File: config.mk
export PLATFORM = sky130hd
export DESIGN_NAME = peak_readout
export DESIGN_NICKNAME = d
export VERILOG_FILES = /design/src/rtl/peak_readout_pkg.sv /design/src/rtl/result_dbuf.sv /design/src/rtl/peak_readout.sv
export SDC_FILE = /design/constraint.sdc
export NUM_CORES = 1
export LEC_CHECK = 0
export BUFFER_PORTS_ARGS = -buffer_cell sky130_fd_sc_hd__buf_2
export CAP_MARGIN = 20
export CORE_UTILIZATION = 30
export CTS_CLUSTER_SIZE = 10
export DETAILED_ROUTE_END_ITERATION = 10
export GPL_ROUTABILITY_DRIVEN = 0
export GPL_TIMING_DRIVEN = 0
export PLACE_DENSITY_LB_ADDON = 0.08
export SLEW_MARGIN = 10
export SYNTH_ARGS = -nofsm -noshare
export SYNTH_HDL_FRONTEND = slang
export SYNTH_SLANG_ARGS = --single-unit
File: constraint.sdc
create_clock -name clk -period 1.81 [get_ports clk]
set_input_delay 0.362 -clock clk [delete_from_list [all_inputs] [get_ports clk]]
set_output_delay 0.362 -clock clk [all_outputs]
set_load 0.005 [all_outputs]
File: src/rtl/peak_readout_pkg.sv
// Shared types and defaults for the peak result readout path.
// Pixel extraction helper works on a zero-extended bus.
package peak_readout_pkg;

  typedef enum logic [1:0] {
    IDLE,
    SEND,
    CSUM
  } state_t;

  localparam int NP_DEF      = 10;
  localparam int PIX_NUM_DEF = 4;
  localparam int FRM_W_DEF   = 8;
  localparam int BUS_MAX     = 1024;
  localparam int WORD_MAX    = 64;

  function automatic logic [WORD_MAX-1:0] pix_get(
    input logic [BUS_MAX-1:0] bus,
    input int                 k,
    input int                 np
  );
    logic [BUS_MAX-1:0] sh;
    sh = bus >> (k * np);
    return sh[WORD_MAX-1:0];
  endfunction

endpackage

File: src/rtl/result_dbuf.sv
// ACT/PEND result buffers with pend_full and sticky drop flag.
// refill tells the sequencer whether ACT gets new content on advance.
module result_dbuf
  import peak_readout_pkg::*;
#(
  parameter int NP      = NP_DEF,
  parameter int PIX_NUM = PIX_NUM_DEF
) (
  input  logic                    clk,
  input  logic                    res,
  input  logic [NP*PIX_NUM-1:0]   result,
  input  logic                    frame_done,
  input  logic                    busy,
  input  logic                    advance,
  output logic [NP*PIX_NUM-1:0]   act,
  output logic                    pend_full,
  output logic                    overflow,
  output logic                    refill
);

  logic [NP*PIX_NUM-1:0] pend;

  assign refill = pend_full | frame_done;

  // Load, promote or park incoming frames; drop when both slots busy.
  always_ff @(posedge clk or negedge res) begin
    if (!res) begin
      act       <= '0;
      pend      <= '0;
      pend_full <= 1'b0;
      overflow  <= 1'b0;
    end else if (!busy) begin
      if (frame_done) act <= result;
    end else if (advance) begin
      if (pend_full) begin
        act <= pend;
        if (frame_done) pend <= result;
        else pend_full <= 1'b0;
      end else if (frame_done) begin
        act <= result;
      end
    end else if (frame_done) begin
      if (!pend_full) begin
        pend      <= result;
        pend_full <= 1'b1;
      end else begin
        overflow <= 1'b1;
      end
    end
  end

endmodule

File: src/rtl/peak_readout.sv
// Streams a snapshotted per-pixel peak vector one pixel per beat.
// Optional checksum beat: define PEAK_READOUT_CSUM_EN.
module peak_readout
  import peak_readout_pkg::*;
#(
  parameter int NP      = NP_DEF,
  parameter int PIX_NUM = PIX_NUM_DEF,
  parameter int IDX_W   = 2,
  parameter int FRM_W   = FRM_W_DEF
) (
  input  logic                  clk,
  input  logic                  res,
  input  logic [NP*PIX_NUM-1:0] result,
  input  logic                  frame_done,
  output logic                  out_valid,
  input  logic                  out_ready,
  output logic [NP-1:0]         out_data,
  output logic [IDX_W-1:0]      out_idx,
  output logic [FRM_W-1:0]      out_frame,
  output logic                  out_first,
  output logic                  out_last,
`ifdef PEAK_READOUT_CSUM_EN
  output logic                  out_csum,
`endif
  output logic                  overflow
);

  localparam logic [IDX_W-1:0] LAST = IDX_W'(PIX_NUM - 1);

  state_t                 state, nstate;
  logic [IDX_W-1:0]       idx, nidx;
  logic [FRM_W-1:0]       frame, nframe;
  logic [NP*PIX_NUM-1:0]  act;
  logic                   pend_full;
  logic                   refill;
  logic                   busy, hs, at_last, advance;
  logic [NP-1:0]          pix;

  assign busy    = (state != IDLE);
  assign hs      = busy && out_ready;
  assign at_last = (idx == LAST);
  assign pix     = NP'(pix_get(BUS_MAX'(act), int'(idx), NP));

`ifdef PEAK_READOUT_CSUM_EN
  logic [NP-1:0] csum;

  // XOR of every pixel word in the active frame.
  always_comb begin
    csum = '0;
    for (int k = 0; k < PIX_NUM; k++)
      csum ^= NP'(pix_get(BUS_MAX'(act), k, NP));
  end

  assign advance = hs && (state == CSUM);
`else
  assign advance = hs && (state == SEND) && at_last;
`endif

  result_dbuf #(
    .NP      (NP),
    .PIX_NUM (PIX_NUM)
  ) u_dbuf (
    .clk        (clk),
    .res        (res),
    .result     (result),
    .frame_done (frame_done),
    .busy       (busy),
    .advance    (advance),
    .act        (act),
    .pend_full  (pend_full),
    .overflow   (overflow),
    .refill     (refill)
  );

  // Sequencer state, beat index and frame tag registers.
  always_ff @(posedge clk or negedge res) begin
    if (!res) begin
      state <= IDLE;
      idx   <= '0;
      frame <= '0;
    end else begin
      state <= nstate;
      idx   <= nidx;
      frame <= nframe;
    end
  end

  // Next state: step pixels, then close the frame and refill or idle.
  always_comb begin
    nstate = state;
    nidx   = idx;
    nframe = frame;
    unique case (state)
      IDLE: begin
        if (frame_done) begin
          nstate = SEND;
          nidx   = '0;
        end
      end
      SEND: begin
        if (hs) begin
          if (!at_last) begin
            nidx = idx + IDX_W'(1);
          end else begin
`ifdef PEAK_READOUT_CSUM_EN
            nstate = CSUM;
`else
            nframe = frame + FRM_W'(1);
            nidx   = '0;
            nstate = refill ? SEND : IDLE;
`endif
          end
        end
      end
      CSUM: begin
        if (hs) begin
          nframe = frame + FRM_W'(1);
          nidx   = '0;
          nstate = refill ? SEND : IDLE;
        end
      end
      default: nstate = IDLE;
    endcase
  end

  // Beat fields are driven only while a beat is offered.
  always_comb begin
    out_valid = busy;
    out_data  = '0;
    out_idx   = '0;
    out_frame = '0;
    out_first = 1'b0;
    out_last  = 1'b0;
`ifdef PEAK_READOUT_CSUM_EN
    out_csum  = 1'b0;
`endif
    if (state == SEND) begin
      out_data  = pix;
      out_idx   = idx;
      out_frame = frame;
      out_first = (idx == '0);
`ifndef PEAK_READOUT_CSUM_EN
      out_last  = at_last;
`endif
    end
`ifdef PEAK_READOUT_CSUM_EN
    if (state == CSUM) begin
      out_data  = csum;
      out_frame = frame;
      out_last  = 1'b1;
      out_csum  = 1'b1;
    end
`endif
  end

endmodule

### Word level (Yosys, flattened, before mapping)

Cells that the tools add are included.

| storage, ports and cells | value |
|---|---|
| bits in registers | 94 |
| output and inout port bits | 24 |
| word-level logic and storage cells | 72 |

| operators by class | value |
|---|---|
| $add $sub $neg | 2 |
| multiply operators | 1 |
| equality and inequality tests | 11 |
| shift operators | 1 |
| muxes and demuxes | 33 |
| bitwise operators | 2 |
| reduce and logical (&&, ||, !) cells | 15 |

Operators by type and width:

| operator | number |
|---|---|
| two-way mux 40 bit | 9 |
| >> shifter 40 x 6 -> 10 bit | 1 |
| two-way mux 8 bit | 4 |
| two-way mux 2 bit | 9 |
| case mux 8 bit (2 select lines) | 1 |
| AND reduction 4 bit | 4 |
| != test 2 bit, second input constant | 6 |
| case mux 2 bit (3 select lines) | 2 |
| two-way mux 10 bit | 1 |
| adder 8 x 1 -> 8 bit, second input constant | 1 |
| two-way mux 1 bit | 7 |
| nonzero test 2 bit | 3 |
| multiplier 2 x 3 -> 5 bit, second input constant | 1 |
| AND reduction 5 bit | 1 |
| == test 2 bit, second input constant | 2 |
| logical NOT 2 bit | 2 |
| != test 2 x 1 -> 1 bit, second input constant | 2 |
| logical AND 1 bit | 3 |
| nonzero test 3 bit | 1 |
| adder 2 x 1 -> 2 bit, second input constant | 1 |
| == test 2 x 1 -> 1 bit, second input constant | 1 |
| AND reduction 2 bit | 1 |
| inverter 1 bit | 1 |
| bitwise OR 1 bit | 1 |

### Depth between registers and ports, before layout

Gate-level depths: netlist of run 1.

| depth | value |
|---|---|
| depth in word-level cells | 6 |
| gate-level depth with buffers | 7 |

### By module

A second synthesis of run 1 with hierarchy kept.

| second synthesis, totals | value |
|---|---|
| cell total of the unflattened synthesis | 369 |
| area total of the unflattened synthesis | 4707.0 µm² |

By module, submodules not included:

| module | instances | cells an instance | area an instance (µm²) |
|---|---|---|---|
| result_dbuf | 1 | 287 | 3793.6 |
| peak_readout | 1 | 82 | 913.4 |

### Worst setup path after synthesis of run 1

No wires, ideal clock.

| path | value |
|---|---|
| path kind | flip-flop to flip-flop |
| from | register idx[1] |
| to | register u_dbuf.pend[10] |
| arrival | 1.601 ns |
| data required time | 1.685 ns |
| slack | 0.085 ns |
| stages on the path, launching flop included | 7 |
| buffers on the path | 2 |
| period minus slack after synthesis | 1.725 ns |
| cell sequence | dfrtp_1 -> ha_1 -> buf_2 -> a21o_1 -> a21oi_4 -> buf_6 -> mux2_2 |

| on the way | value |
|---|---|
| cells in the longest elaborated chain, start to end | 4 |
| elaborated cells on any way between the ends | 7 |
| those cells by class | eq/ne (3); mux (1); reduce/logical (3) |

Ends and longest elaborated chain:

| item | RTL line | source |
|---|---|---|
| from (decl) | peak_readout.sv:31 | `logic [IDX_W-1:0] idx, nidx;` |
| from (signal assigned) | peak_readout.sv:83 | `idx <= nidx;` |
| == test 2 bit * | peak_readout.sv:41 | `assign at_last = (idx == LAST);` |
| logical AND 1 bit * | peak_readout.sv:56 | `assign advance = hs && (state == SEND) && at_last;` |
| != test 2 x 1 -> 1 bit (no source line) (tied with other cells) | - |  |
| AND reduction 5 bit (no source line) | - |  |
| to (signal assigned) | result_dbuf.sv:37 | `if (frame_done) pend <= result;` |
| to (signal assigned) | result_dbuf.sv:44 | `pend <= result;` |
| to (decl) | result_dbuf.sv:21 | `logic [NP*PIX_NUM-1:0] pend;` |

Every way passes the cells marked *; elsewhere a longest branch is shown, timed or not.
A chain may end at the register's enable or synchronous reset.

### Worst setup path after layout of run 1

| path | value |
|---|---|
| from | register idx[0] |
| to | output port out_data[4] |

| on the way | value |
|---|---|
| cells in the longest elaborated chain, start to end | 3 |

Ends and longest elaborated chain:

| item | RTL line | source |
|---|---|---|
| multiplier 2 x 3 -> 5 bit | peak_readout_pkg.sv:23 | `sh = bus >> (k * np);` |
| >> shifter 40 x 6 -> 10 bit | peak_readout_pkg.sv:23 |  |
| two-way mux 10 bit | peak_readout.sv:137 | `if (state == SEND) begin` |
| to (decl) | peak_readout.sv:17 | `output logic [NP-1:0] out_data,` |

Every way passes these cells.

==> results of run 1 <==
[power breakdown]
part | internal, µW | switching, µW
Sequential | 3000 | 619
Clock | 1390 | 786
Combinational | 2820 | 1740
[sequential cells by signal, summed over array words and instances, names as in the netlist]
name / count
u_dbuf.pend_full: 1
state: 1
u_dbuf.pend: 40
u_dbuf.overflow: 1
u_dbuf.act: 40
frame: 8
idx: 2
[cell usage after synthesis]
master	instances
nor3_1	2
nand4_1	2
a21boi_2	1
a21oi_1	2
ha_1	3
inv_1	4
nand3_1	2
a21boi_1	1
buf_6	5
clkbuf_1	6
a22oi_1	40
dfrtp_1	93
xnor2_1	3
a21oi_4	1
nand2_1	4
nand3_2	1
or3_1	1
a21o_1	2
mux4_2	10
and2_1	23
o21bai_1	1
buf_4	2
a22o_1	2
nor4_1	1
mux2_2	16
o21ai_0	1
xor2_1	5
nor2_1	5
mux2_1	25
o2bb2ai_1	40
buf_2	16
[per-layer routing]
metal | track usage [%] | vias up | part of all wire [%]
li1 | - | 1397 | -
met3 | 2.961 | 13 | 3.3
met2 | 25.28 | 52 | 46
met5 | 0 | - | 0
met1 | 23.87 | 1530 | 48
met4 | 7.253 | 0 | 1.8
[cell type report]
cell class / count / area, µm²
clock inverters: 4 / 95.09
inverters: 4 / 15.01
multi-input cells: 194 / 1937
fillers: 1358 / 8148
flip-flops and latches: 93 / 2328
plain buffers: 28 / 247.7
well taps: 180 / 225.2
repair buffers: 81 / 638.1
clock buffers: 12 / 246.5
[stage by stage]
stage / instance area [µm²] / util [%] / hold slack (ns)
after floorplan: 4284 / - / 0.06641
after global placement: 4840 / 34.87 / 0.4404
after detailed placement: 4873 / 35.11 / 0.2950
after CTS: 5507 / 39.67 / 0.2368
after global routing: 5733 / 41.30 / 0.2474
final: 5733 / 41.30 / 0.2490
[worst register-to-register path: stages (launching register included)]
cell       delay (ns)
dfrtp_1          0.39
buf_4            0.15
ha_4             0.17
a21o_1           0.20
a21oi_4          0.18
buf_12           0.18
clkbuf_16        0.17
mux2_2           0.32
[worst min-delay path by stage]
stage | end | slack, ns | cells after the start
finish | u_dbuf.pend[32] | 0.25 | 2
global placement | u_dbuf.overflow | 0.44 | 1
floorplan | frame[0] | 0.07 | 0
global route | u_dbuf.pend[32] | 0.25 | 2
detailed placement | u_dbuf.pend[39] | 0.30 | 1
CTS | u_dbuf.pend[32] | 0.24 | 2
[cells by family after synthesis]
family                   count (synthesis)  synth area share, %
AO/OA/AOI/OAI                           91                17.29
AND/OR/NAND/NOR                         41                5.432
adder cells (fa/ha/maj)                  3               0.8763
XOR/XNOR                                 8                1.636
flip-flops                              93                54.32
multiplexers                            51                16.03
buffers and inverters                   33                4.410
[what timing repair did]
action                                  CTS  global route
cloned                                    2             3
endpoints found under the setup margin  101            96
hold buffers                              1             0
resized for setup                        46            44
endpoints found under the hold margin    35             0
pin swaps                                12             3
setup buffers                             6             4
==> metrics.cfg, run 1 <==
[power_and_ir_drop]
p_total_uw = 10350
leakagePower_uw = 0.002549
ir_drop_uv = 485.9
power.density_nw_per_um2 = 1805

[sta]
period_needed_ns = 2.108
worstMarginPinSlew_ns = 0.4547
rsz0062_at_grt = yes
setup_viol = 47
setup_tns_ns = -4.169
min_period_over_period_pct = 116.5
max_freq_mhz = 474.3
layout_setup_ws_ns = -0.2984
hold_viol_final = 0
drv_slew = 0
relSlewSlack_pct = 69.68
fin_skew_ns = 0.006517

[setup_path]
path_depth = 5
reg2reg_slack_ns = -0.07
cp-start-kind = flip-flop
cpMostUsedCell = buf_6
crit_chain = buf_6 > buf_12 > mux4_2 > and2_4 > buf_6
cpPeakStageDelay_ns = 0.50
critical_path_class = reg -> out
rr_startpoint = idx[0]
setup.worst_path.start = idx[0]
r2r-end = u_dbuf.pend[26]
crit_path_max_fanout = 8
crit_buf_inv = 3
path_delay_family = multiplexers
r2r_cells = 7
crit_slowest_cell = mux4_2
arrival_ns = 1.75
worstSetupEndpointType = output port
cp-endpoint = out_data[4]
worst_ep_required_time_ns = 1.45

[final_layout]
areaGrowthSynthToFinish_pct = 33.82
layout_commonest_cell = dfrtp_1
nets = 458
n_antenna_cell = 0
final_cell_mix = dfrtp_1 (92), buf_2 (65), a22oi_1 (40), o2bb2ai_1 (40), mux2_4 (29)
final_layout_size_suffix_gt1_share_pct = 44.71
final_cells = 596

[synth]
synth_cell_types = 31
synth_seq_cells = 93
syn_nets = 367
synth_area_leaders = dfrtp_1 (54%), o2bb2ai_1 (8.2%), a22oi_1 (7.0%), mux2_1 (6.6%), mux4_2 (5.3%)
synth_top_area_cell = dfrtp_1
synth_area_um2 = 4284
ys_seq_area_share_pct = 54.32
yosys_warnings = 0
synth_top_area_share_pct = 54.32
syn_area_per_cell_um2 = 13.39
synthCells = 320

[route]
dr.pass1.iters = 4
viasPerCell = 5.020
drt-initial-drc-count = 125
drc = 0
drtAntennaViolNets = 0
routed_wl_mm = 11.61
vias = 2992
wl_per_cell_um = 19.48

[hold_path]
hold_path_class = in -> reg
hold_start = result[32]

[cts]
clockRootBuffer = clkbuf_16
clock_sinks = 93
htree_levels = 3
clk_pin_slew_worst_paths_ns = 0.07
worstSkewPairLatency_ns = 0.35
cts_buffers = 9
tritoncts = done
clock_path_buffers = 2

[status]
status = complete, but fails checks
violations = negative setup slack

[global_route]
grt_max_degree = 59
grtUsageTotal_pct = 16.87
grt_pass1_vias = 3135
gr-total-overflow = 0
antenna_found_initial = 0
grt_pass1_wl_mm = 18.08

[run]
drv_cap = 0

[placed_design]
port_buffers = 66
pre_cts_ws_ns = -0.1561
dp_hpwl_mm = 7.749
placedCellCount = 567

[floorplan]
chipWidth_um = 121.5
rows = 43
die_h_um = 121.5
io_pins = 68
die_area_um2 = 14760
start_util_pct = 30.86
core-area_um2 = 13880

Note: power is estimated with default switching activity, not from simulation.
==> run 2: changes to the inputs <==
--- a/config.mk
+++ b/config.mk
@@ -16,4 +16,5 @@
 export SLEW_MARGIN = 10
 export SYNTH_ARGS = -nofsm -noshare
 export SYNTH_HDL_FRONTEND = slang
+export SYNTH_HIERARCHICAL = 1
 export SYNTH_SLANG_ARGS = --single-unit
==> run 2 against run 1 <==
Net effect: the run still ends with negative setup slack left; highest routed layer unchanged; die area is 9.7% higher; synthesized cell count is 15% higher; clock power is 22% lower; critical path depth is 1 lower; critical endpoint is now out_data[7]; final cell count is 15% higher; fmax is 1.4% higher; largest power group unchanged; hold slack better by 0.013 ns.
==> metrics.cfg, run 2 <==
[power_and_ir_drop]
power.density_nw_per_um2 = 1865  ; was 1805 nW/µm²
ir_drop_uv = 664.6  ; was 485.9 µV
leakagePower_uw = 0.002871  ; was 0.002549 µW
p_total_uw = 12110  ; was 10350 µW

[sta]
fin_hold_ws_ns = 0.2615  ; was 0.2490 ns
relSlewSlack_pct = 64.41  ; was 69.68%
max_freq_mhz = 480.9  ; was 474.3 MHz
rsz0062_at_grt = yes  ; unchanged
period_needed_ns = 2.079  ; was 2.108 ns
worstMarginPinSlew_ns = 0.5339  ; was 0.4547 ns
setup_viol = 71  ; was 47
fin_skew_ns = 0.006835  ; was 0.006517 ns
drv_slew = 0  ; unchanged
hold_viol_final = 0  ; unchanged
layout_setup_ws_ns = -0.2694  ; was -0.2984 ns
min_period_over_period_pct = 114.9  ; was 116.5%

[synth]
synth_seq_cells = 93  ; unchanged
syn_nets = 416  ; was 367
synth_edf_count = 0  ; unchanged
ys_seq_area_share_pct = 49.44  ; was 54.32%
synth_compound_area_share_pct = 13.74  ; was 17.29%
yosys_warnings = 6  ; was 0
synth_xor_area_share_pct = 1.675  ; was 1.636%
synthSimpleGateAreaFrac_pct = 10.79  ; was 5.432%
synthCells = 369  ; was 320
synth_most_common_cell = dfrtp_1  ; unchanged
synth_flop_cell = dfrtp_1  ; unchanged
synth_top_family_by_area = multiplexers  ; was compound AO/OA/AOI/OAI gates
async_flop_share_pct = 100.0  ; unchanged
synthMuxAreaShare_pct = 18.02  ; was 16.03%
synth_top_area_share_pct = 49.44  ; was 54.32%
synth_area_um2 = 4707  ; was 4284 µm²
synth_area_leaders = dfrtp_1 (49%), mux2_4 (13%), o2bb2ai_1 (7.4%), a31oi_1 (5.3%), and3_1 (5.1%)  ; was dfrtp_1 (54%), o2bb2ai_1 (8.2%), a22oi_1 (7.0%), mux2_1 (6.6%), mux4_2 (5.3%)
synth_top_area_cell = dfrtp_1  ; unchanged
synth_cell_types = 32  ; was 31
syn_area_per_cell_um2 = 12.76  ; was 13.39 µm²
yosys-top-cells-count = dfrtp_1 (93), a31oi_1 (40), mux2_4 (40), o2bb2ai_1 (40), and3_1 (38)  ; was dfrtp_1 (93), a22oi_1 (40), o2bb2ai_1 (40), mux2_1 (25), and2_1 (23)
yosys.area_share.adder_pct = 0.7974  ; was 0.8762%

[setup_path]
arrival_ns = 1.72  ; was 1.75 ns
crit_path_max_fanout = 8  ; unchanged
reg2reg_slack_ns = -0.24  ; was -0.07 ns
cpPeakStageDelay_ns = 0.52  ; was 0.50 ns
crit_chain = buf_12 > mux4_2 > and2_4 > buf_6  ; was buf_6 > buf_12 > mux4_2 > and2_4 > buf_6
critical_path_class = reg -> out  ; unchanged
cp-start-kind = flip-flop  ; unchanged
r2r-end = u_dbuf/pend[20]  ; was u_dbuf.pend[26]
cp-endpoint = out_data[7]  ; was out_data[4]
r2r_cells = 10  ; was 7
rr_startpoint = idx[0]  ; unchanged
crit_slowest_cell = mux4_2  ; unchanged
worstSetupEndpointType = output port  ; unchanged
worst_ep_required_time_ns = 1.45  ; about the same
setup.worst_path.start = idx[0]  ; unchanged

[cts]
htree_levels = 3  ; unchanged
clock_sinks = 93  ; unchanged
clk_pin_slew_worst_paths_ns = 0.07  ; about the same
clockRootBuffer = clkbuf_16  ; unchanged
cts_buffers = 9  ; unchanged
clock_path_buffers = 2  ; unchanged
tritoncts = done  ; unchanged
worstSkewPairLatency_ns = 0.35  ; about the same

[floorplan]
start_util_pct = 30.85  ; was 30.86%
rows = 45  ; was 43
io_pins = 68  ; unchanged
die_h_um = 127.3  ; was 121.5 µm
core-area_um2 = 15260  ; was 13880 µm²
die_area_um2 = 16200  ; was 14760 µm²
chipWidth_um = 127.3  ; was 121.5 µm

[final_layout]
top_regs = u_dbuf/act x40, u_dbuf/pend x40, frame x8  ; was u_dbuf.act x40, u_dbuf.pend x40, frame x8
final_layout_size_suffix_gt1_share_pct = 50.32  ; was 44.71%
layout_commonest_cell = dfrtp_1  ; unchanged
nets = 519  ; was 458
n_antenna_cell = 0  ; unchanged
final_cell_mix = dfrtp_1 (90), buf_2 (55), a31oi_1 (40), mux2_4 (40), and3_1 (38)  ; was dfrtp_1 (92), buf_2 (65), a22oi_1 (40), o2bb2ai_1 (40), mux2_4 (29)
areaGrowthSynthToFinish_pct = 37.99  ; was 33.82%

[route]
vias = 3472  ; was 2992
viasPerCell = 5.061  ; was 5.020
wl_per_cell_um = 20.15  ; was 19.48 µm
dr.pass1.iters = 6  ; was 4
routed_wl_mm = 13.82  ; was 11.61 mm
drtAntennaViolNets = 0  ; unchanged
drc = 0  ; unchanged
drt-initial-drc-count = 200  ; was 125

[global_route]
busiest_layer = met1  ; was met2
grtUsageTotal_pct = 18.28  ; was 16.87%
grt_use_met3_pct = 2.596  ; was 2.961%
gr-usage-met2_pct = 26.65  ; was 25.28%
use_met1_pct = 27.14  ; was 23.87%
antenna_found_initial = 0  ; unchanged
grt_pass1_vias = 3593  ; was 3135
grt_max_degree = 80  ; was 59
grt_pass1_wl_mm = 21.86  ; was 18.08 mm
gr-total-overflow = 0  ; unchanged

[hold_path]
hold_start = result[7]  ; was result[32]
min_path_cells = 2  ; unchanged
hold_path_class = in -> reg  ; unchanged

[status]
violations = negative setup slack  ; unchanged
status = complete, but fails checks  ; unchanged

[placed_design]
dp_hpwl_mm = 8.913  ; was 7.749 mm
pre_cts_ws_ns = -0.3141  ; was -0.1561 ns
port_buffers = 67  ; was 66

[run]
drv_cap = 0  ; unchanged

[run 2: changes by cell type after synthesis, sizes merged, moves of 5 or more]
cell and delta:
nand2 +5, buf -9, and3 +42, a31oi +40, a22oi -40, clkbuf +17
[run 2: worst min path at each step]
stage / slack [ns] / endpoint
after floorplan: 0.07 / frame[0]
after global placement: 0.45 / frame[7]
after detailed placement: 0.21 / u_dbuf/pend[14]
after CTS: 0.25 / u_dbuf/pend[11]
after global routing: 0.26 / u_dbuf/pend[11]
final: 0.26 / u_dbuf/pend[7]
[run 2: final cells by class]
class | count | area (µm²)
sequential | 93 | 2331
clock buffer | 11 | 232.7
fill | 1474 | 8763
buffer | 35 | 312.8
timing repair buffer | 94 | 814.5
multi-input combinational | 234 | 2501
clock inverter | 3 | 15.01
inverter | 5 | 23.77
tap | 211 | 264.0
[run 2: where the power goes]
part           internal [µW]  switching [µW]
Sequential              3030             747
Clock                    910             794
Combinational           4020            2620
Total                   7960            4160
[run 2: kinds of logic (layout without fill, tap and decap cells)]
family	count (synthesis)	count (layout)
flip-flops	93	93
adder cells (fa/ha/maj)	3	3
AND/OR/NAND/NOR	85	85
buffers and inverters	42	148
XOR/XNOR	9	9
AO/OA/AOI/OAI	86	86
multiplexers	51	51
[run 2: critical path, delay by kind of cell, from the launching register on]
family	cells	cell delay (ns)
and+or+nand+nor	1	0.18
buffers and inverters	2	0.26
DFF	1	0.41
muxes	1	0.52
[run 2: stage by stage]
stage               instances  utilization, %  instance area (µm²)  setup TNS (ns)
floorplan                 369               -                 4721         -0.7069
detailed placement        648           35.09                 5354          -22.50
finish                    686           42.57                 6495          -9.815
global route              686           42.57                 6495          -16.31
global placement          647           34.87                 5320          -89.21
CTS                       689           41.63                 6352          -14.23
[run 2: repair_timing]
action                     CTS  global route
setup endpoints to repair  100            95
hold endpoints to repair    14             0
hold buffers                 1             0
gates cloned                 7             1
pin swaps                    9             2
setup buffers               20             4
gates resized for setup     99            40
[run 2: layer usage]
layer	share of wire, %	vias up	wire length, µm
li1	-	1597	-
met1	49	1767	6830
met2	45	92	6157
met3	4.0	16	551
met4	2.0	0	281
met5	0	-	0
